===== src/rtl/hub75_scanner.sv =====
// hub75_scanner: 1/32-scan timing generator for a 64x64 HUB75 panel.
// It asks the painter for colours, shifts them out, then latches and shows each row.
//
// Ports:
//   clk, reset       - system clock; asynchronous active-low reset
//   frame, subframe  - frame and subframe counters, sent to the painter
//   x, y             - coordinate being queried (y = {phase, row})
//   rgb              - painter colour {b,g,r} for the current x,y
//   hub_clk/lat/oe_n - panel shift clock, latch strobe, output enable (low = on)
//   hub_addr         - panel row address
//   hub_rgb0/1       - upper/lower half pixel data {b,g,r}

module hub75_scanner #(
    parameter int BLANK_CYCLES   = 2,
    parameter int DISPLAY_CYCLES = 64,
    parameter int SUBFRAMES      = 8
) (
    input  logic        clk,
    input  logic        reset,
    output logic [12:0] frame,
    output logic [7:0]  subframe,
    output logic [5:0]  x,
    output logic [5:0]  y,
    input  logic [2:0]  rgb,
    output logic        hub_clk,
    output logic        hub_lat,
    output logic        hub_oe_n,
    output logic [4:0]  hub_addr,
    output logic [2:0]  hub_rgb0,
    output logic [2:0]  hub_rgb1
);

    localparam logic [15:0] BLANK_LOAD   = 16'(BLANK_CYCLES - 1);
    localparam logic [15:0] DISPLAY_LOAD = 16'(DISPLAY_CYCLES - 1);
    localparam logic [7:0]  SUB_LAST     = 8'(SUBFRAMES - 1);

    typedef enum logic [2:0] {
        SHIFT,
        TAIL,
        BLANK,
        LATCH,
        DISPLAY
    } state_t;

    state_t      state;
    logic [5:0]  col;
    logic [4:0]  row;
    logic        phase;
    logic [15:0] cnt;
    logic [2:0]  upper;

    logic        row_done;
    logic        sub_wrap;
    logic [12:0] frame_nxt;

    // Column and phase freeze at 63/1 once shifting ends, so the painter
    // sees x=63, y={1,row} until the next row begins.
    assign x = col;
    assign y = {phase, row};

    assign row_done  = (state == DISPLAY) && (cnt == 16'd0);
    assign sub_wrap  = row_done && (row == 5'd31) && (subframe == SUB_LAST);
    assign frame_nxt = sub_wrap ? frame + 13'd1 : frame;

    always_ff @(posedge clk or negedge reset) begin
        if (!reset) begin
            state    <= SHIFT;
            frame    <= 13'd0;
            subframe <= 8'd0;
            col      <= 6'd0;
            row      <= 5'd0;
            phase    <= 1'b0;
            cnt      <= 16'd0;
            upper    <= 3'd0;
            hub_clk  <= 1'b0;
            hub_lat  <= 1'b0;
            hub_oe_n <= 1'b1;
            hub_addr <= 5'd0;
            hub_rgb0 <= 3'd0;
            hub_rgb1 <= 3'd0;
        end else begin
            // Written every cycle so the counter always reloads from its
            // own current value, even in cycles where it does not advance.
            frame <= frame_nxt;
            unique case (state)
                SHIFT: begin
                    if (!phase) begin
                        // Rising edge here clocks the column presented
                        // on the previous phase-1 cycle.
                        upper   <= rgb;
                        hub_clk <= (col != 6'd0);
                        phase   <= 1'b1;
                    end else begin
                        hub_rgb0 <= upper;
                        hub_rgb1 <= rgb;
                        hub_clk  <= 1'b0;
                        if (col == 6'd63) begin
                            state <= TAIL;
                        end else begin
                            col   <= col + 6'd1;
                            phase <= 1'b0;
                        end
                    end
                end
                TAIL: begin
                    hub_clk <= 1'b1;
                    cnt     <= BLANK_LOAD;
                    state   <= BLANK;
                end
                BLANK: begin
                    hub_clk  <= 1'b0;
                    hub_oe_n <= 1'b1;
                    if (cnt == 16'd0) begin
                        state <= LATCH;
                    end else begin
                        cnt <= cnt - 16'd1;
                    end
                end
                LATCH: begin
                    hub_lat  <= 1'b1;
                    hub_addr <= row;
                    cnt      <= DISPLAY_LOAD;
                    state    <= DISPLAY;
                end
                DISPLAY: begin
                    hub_lat  <= 1'b0;
                    hub_oe_n <= 1'b0;
                    if (cnt == 16'd0) begin
                        row   <= row + 5'd1;
                        col   <= 6'd0;
                        phase <= 1'b0;
                        state <= SHIFT;
                        if (row == 5'd31) begin
                            subframe <= (subframe == SUB_LAST) ?
                                        8'd0 : subframe + 8'd1;
                        end
                    end else begin
                        cnt <= cnt - 16'd1;
                    end
                end
                default: state <= SHIFT;
            endcase
        end
    end

endmodule

===== config.mk =====
export PLATFORM = sky130hd
export DESIGN_NAME = hub75_scanner
export DESIGN_NICKNAME = d
export VERILOG_FILES = /design/src/rtl/hub75_scanner.sv
export SDC_FILE = /design/constraint.sdc
export NUM_CORES = 1
export LEC_CHECK = 0
export BUFFER_PORTS_ARGS = -buffer_cell sky130_fd_sc_hd__buf_2
export CORE_AREA = 2 2 97 99
export DETAILED_ROUTE_END_ITERATION = 8
export DIE_AREA = 0 0 99 101
export MAX_ROUTING_LAYER = met4
export PLACE_DENSITY = 0.68
export SLEW_MARGIN = 0
export SYNTH_ARGS = -nofsm -noshare
export SYNTH_HDL_FRONTEND = slang
export SYNTH_SLANG_ARGS = --single-unit

===== constraint.sdc =====
create_clock -name clk -period 3.7 [get_ports clk]
set_input_delay 0.74 -clock clk [delete_from_list [all_inputs] [get_ports clk]]
set_output_delay 0.74 -clock clk [all_outputs]
set_load 0.005 [all_outputs]

=== Word-level counts from Yosys, hierarchy flattened ===
Index checks and enable logic that the tools add are counted.

* Bits in registers: 69
* Word-level logic and storage cells: 73
* Output and inout port bits: 47
* Bits of input ports: 5

* Eq/ne operators: 13
* Multiplexer cells: 20
* Bitwise logic cells: 1
* Reductions and logical operators: 20
* $add $sub $neg: 5

{| class="wikitable"
|+ Operator list
! operator !! number
|-
| case mux 16 bit (3 select lines) || 1
|-
| two-way mux 6 bit || 3
|-
| logical NOT 16 bit || 1
|-
| two-way mux 16 bit || 1
|-
| subtractor 16 x 1 -> 16 bit (second input constant) || 1
|-
| case mux 3 bit (5 select lines) || 1
|-
| adder 13 x 1 -> 13 bit (second input constant) || 1
|-
| two-way mux 3 bit || 4
|-
| case mux 6 bit (2 select lines) || 1
|-
| != test 2 bit (second input constant) || 5
|-
| AND reduction 2 bit || 5
|-
| adder 8 x 1 -> 8 bit (second input constant) || 1
|-
| == test 8 x 3 -> 1 bit (second input constant) || 1
|-
| two-way mux 8 bit || 1
|-
| AND reduction 4 bit || 2
|-
| adder 6 x 1 -> 6 bit (second input constant) || 1
|-
| == test 3 x 2 -> 1 bit (second input constant) || 2
|-
| == test 6 bit (second input constant) || 1
|-
| case mux 1 bit (2 select lines) || 3
|-
| nonzero test 2 bit || 3
|-
| nonzero test 3 bit || 2
|-
| nonzero test 6 bit || 1
|-
| adder 5 x 1 -> 5 bit (second input constant) || 1
|-
| == test 5 bit (second input constant) || 1
|-
| 10 further kinds || 15
|}

=== Logic depth before layout (Yosys ltp) ===
* Depth in word-level cells: 4
* Depth in mapped cells: 9
* Depth with buffers taken out: 8

=== Worst setup path before layout ===
No wires, ideal clock.

* Path type: register to register
* From: reg subframe[0]
* To: reg frame[1]
* Cell stages (with the launch flop): 6
* Data arrival time: 2.036 ns
* Buffers on the path: 0
* Clock period less this slack: 2.161 ns
* Data required time: 3.575 ns
* Slack: 1.539 ns
* Path through: dfrtp_1 -> ha_1 -> nor4b_1 -> nand2_1 -> nor4_1 -> mux2_2

* Word-level cells in the longest chain between the ends: 2

{| class="wikitable"
|+ RTL lines
! what !! line !! source
|-
| start: declaration || 21 || <nowiki>output logic [7:0] subframe,</nowiki>
|-
| start signal: assignment || 134 || <nowiki>subframe <= (subframe == SUB_LAST) ?</nowiki>
|-
| == test 8 x 3 -> 1 bit || 62 || <nowiki>assign sub_wrap = row_done && (row == 5'd31) && (subframe == SUB_LAST);</nowiki>
|-
| logical AND 1 bit || 62 ||
|-
| end signal: assignment || 84 || <nowiki>frame <= frame_nxt;</nowiki>
|-
| end: declaration || 20 || <nowiki>output logic [12:0] frame,</nowiki>
|}

No other way between the ends.
A chain may end at the register's enable or synchronous reset.

=== Worst setup path in the final report ===
Same ends and word-level chain as after synthesis.

==> impl_metrics.yaml <==
outcome:
  status: "completed"
detailed_routing:
  drc: 0
  drt_iter0_markers: 134
  detail-route-antenna-nets: 0
  first_pass_iters: 4
  routed_wl_um: 7260
  viasPerCell: 5.30
  wl_per_cell_um: 14.5
  vias: 2647
worst_setup_path:
  r2r-start: "subframe[0]$_DFFE_PN0P_"
  rr_endpoint: "frame[1]$_DFFE_PN0P_"
  r2r_slack_ns: 1.24
  ff2ff_path_depth: 5
  worstPathArrival_ns: 2.69
  crit_required_ns: 3.93
  worstSetupStartpointType: "flip-flop"
  crit_type: "reg -> reg"
  cp_max_fo: 7
  end_kind: "flip-flop"
sta:
  rsz0062_at_grt: "no"
  tightest_slew_ns: 0.767
  post-route-period-util: 0.666
  hold_viol_final: 0
  drv_slew: 0
  fmax_mhz: 406
  whs_ns: 0.394
  setup_tns_ns: 0
  worst_slack_ns: 1.24
  fin_skew_ns: 0.0105
  setup_viol: 0
  slew_headroom: 0.487
  period_minus_slack_ns: 2.46
synthesis:
  async_flop_share: 1.00
  synthAdderAreaFrac: 0.0252
  synth-xor-area-share: 0.0781
  yosys-mux-area-fraction: 0.0677
  syn_area_um2: 3470
  synthTopCellsByArea: "dfrtp_1 49%, mux2_2 6.5%, xor2_1 4.0%"
  yosys.area_share.simple: 0.240
  synth-compound-area-share: 0.0727
  synth_top_area_cell: "dfrtp_1"
  syn_nets: 339
  synth_top_family_by_area: "simple AND/OR/NAND/NOR gates"
  synth_top_flop_cell: "dfrtp_1"
  synth_cell_types: 45
  synth_cells: 327
  synth_top_area_share: 0.490
  ys.warnings.count: 0
  ys_seq_area_frac: 0.497
  synth-edff-count: 0
  syn_area_per_cell_um2: 10.6
  ys_ff_latch: 69
placement:
  dp_hpwl_um: 5300
  place_ws_ns: 1.24
  place_congestion: 0.848
  io_buffers: 51
cts:
  cts_resized: 0
  clk_pin_slew_worst_paths_ns: 0.08
  cts-root-buf: "clkbuf_8"
  clk_path_buf_depth: 2
  cts_setup_buffers: 0
  cts_buffers: 9
  cts_tree: "yes"
  cts_htree_levels: 3
  clk_latency_ns: 0.35
  cts-hold-fix-buffers: 0
  cts.sinks: 69
global_route:
  overflow: 0
  first_global_vias: 2566
  antenna_found_initial: 0
  grt_max_degree: 29
  grt_usage: 0.157
  grt_pass1_wl_um: 12300
power:
  power_leakage_uw: 0.00198
  ir_drop_mv: 0.276
  powerDensity_nw_per_um2: 359
run:
  maxCapViolCount: 0
min_path:
  hold_class: "in -> async"
layout:
  nNetsFinal: 395
  n_fill_cell: 857
  areaGrowthSynthToFinish_pct: 17.1
  drive_above_1_share: 0.268
  antenna_cells: 0
floorplanning:
  io_pins: 52
  die-height_um: 101
  core_um2: 8980
  start_util: 0.387
  num_rows: 35
  dieArea_um2: 10000
  die_w_um: 99
-- worst max-delay path, stage by stage, from the launching register on --
cell	delay, ns
dfrtp_1	0.44
ha_1	0.21
nor4b_1	0.41
nand2_1	0.27
nor4_1	0.61
mux2_2	0.40
-- where the power goes --
part           total, uW  internal, uW  leakage, uW  switching [uW]
Combinational       26.5          8.55     0.000950            18.0
Sequential           761           759     0.000921            2.37
Clock                671           380     0.000110             291
-- per-stage QoR --
| step | utilization | instances | power [uW] | area, um^2 |
|---|---|---|---|---|
| after global placement | 0.429 | 483 | 803 | 3850 |
| final | 0.453 | 499 | 1460 | 4070 |
| after floorplan | - | 327 | 780 | 3470 |
| after CTS | 0.453 | 499 | 1470 | 4070 |
| after global routing | 0.453 | 499 | 1510 | 4070 |
| after detailed placement | 0.429 | 483 | 804 | 3850 |
-- cell usage after synthesis, types with 5 or more instances --
cell / instances
nor3_1: 14
dfrtp_1: 68
a21oi_1: 13
nand2_1: 30
mux2_2: 20
inv_1: 7
xor2_1: 16
and2_1: 5
nor4_1: 6
ha_1: 7
xnor2_1: 15
nor2_1: 27
nand3_1: 10
clkbuf_1: 7
nand4_1: 18
o21ai_0: 13
-- worst max path at each step --
stage                           end  depth (start not counted)  slack [ns]               startpoint
2_1_floorplan  frame[1]$_DFFE_PN0P_                          5        1.54  subframe[0]$_DFFE_PN0P_
3_3_place_gp   frame[1]$_DFFE_PN0P_                          5        1.31  subframe[0]$_DFFE_PN0P_
3_5_place_dp   frame[1]$_DFFE_PN0P_                          5        1.24  subframe[0]$_DFFE_PN0P_
4_1_cts        frame[1]$_DFFE_PN0P_                          5        1.23  subframe[0]$_DFFE_PN0P_
5_1_grt        frame[1]$_DFFE_PN0P_                          5        1.05  subframe[0]$_DFFE_PN0P_
6_report       frame[1]$_DFFE_PN0P_                          5        1.24  subframe[0]$_DFFE_PN0P_
-- cells in the final DEF (no fill, tap or decap), types with 2 or more instances in the layout --
cell type   n
nor4_4      4
nand3_1    10
clkinv_4    2
nor2b_1     3
buf_4       3
inv_1       7
nand2_1    30
nor4_1      6
nor4b_1     2
nor4b_2     2
ha_1        7
xor2_1     16
a21oi_1    13
dfrtp_1    68
and3_1      4
or4_1       3
nor3_1     14
clkbuf_8    9
nand4_1    18
o31ai_1     3
a211oi_1    2
o211ai_1    4
nor2_1     27
clkinv_2    2
and2_1      5
o21ai_0    13
xnor2_1    15
buf_2      51
mux2_2     20
bufinv_16   2
or3_1       4
nor4_2      2
-- cell families after synthesis --
| logic type | after synthesis |
|---|---|
| AND/OR/NAND/NOR | 142 |
| adder cells (fa/ha/maj) | 7 |
| XOR/XNOR | 31 |
| AO/OA/AOI/OAI | 41 |
| multiplexers | 21 |
| buffers and inverters | 16 |
| flip-flops | 69 |
-- area by class of cell --
cell class | count | area (um^2) | area share
clock inverter | 6 | 87.6 | 0.0215
clock buffer | 10 | 128 | 0.0314
timing repair buffer | 54 | 278 | 0.0683
multi-input combinational | 242 | 1680 | 0.413
sequential | 69 | 1730 | 0.425
inverter | 7 | 26.3 | 0.00646
tap | 111 | 139 | 0.0341
-- layer usage --
metal / up-vias / GRT usage / wire [um]
li1: 1304 / - / -
met1: 1277 / 0.205 / 3430
met2: 58 / 0.240 / 3390
met3: 8 / 0.0416 / 356
met4: 0 / 0.0527 / 82
met5: - / - / 0
-- state kept, by name, indices dropped and copies added, names as in the netlist --
name / count
phase: 1
subframe: 8
row: 5
hub_clk: 1
frame: 13
hub_rgb1: 3
upper: 3
hub_addr: 5
hub_oe_n: 1
state: 3
hub_lat: 1
hub_rgb0: 3
cnt: 16
x: 6
(Power assumes the default switching activity.)
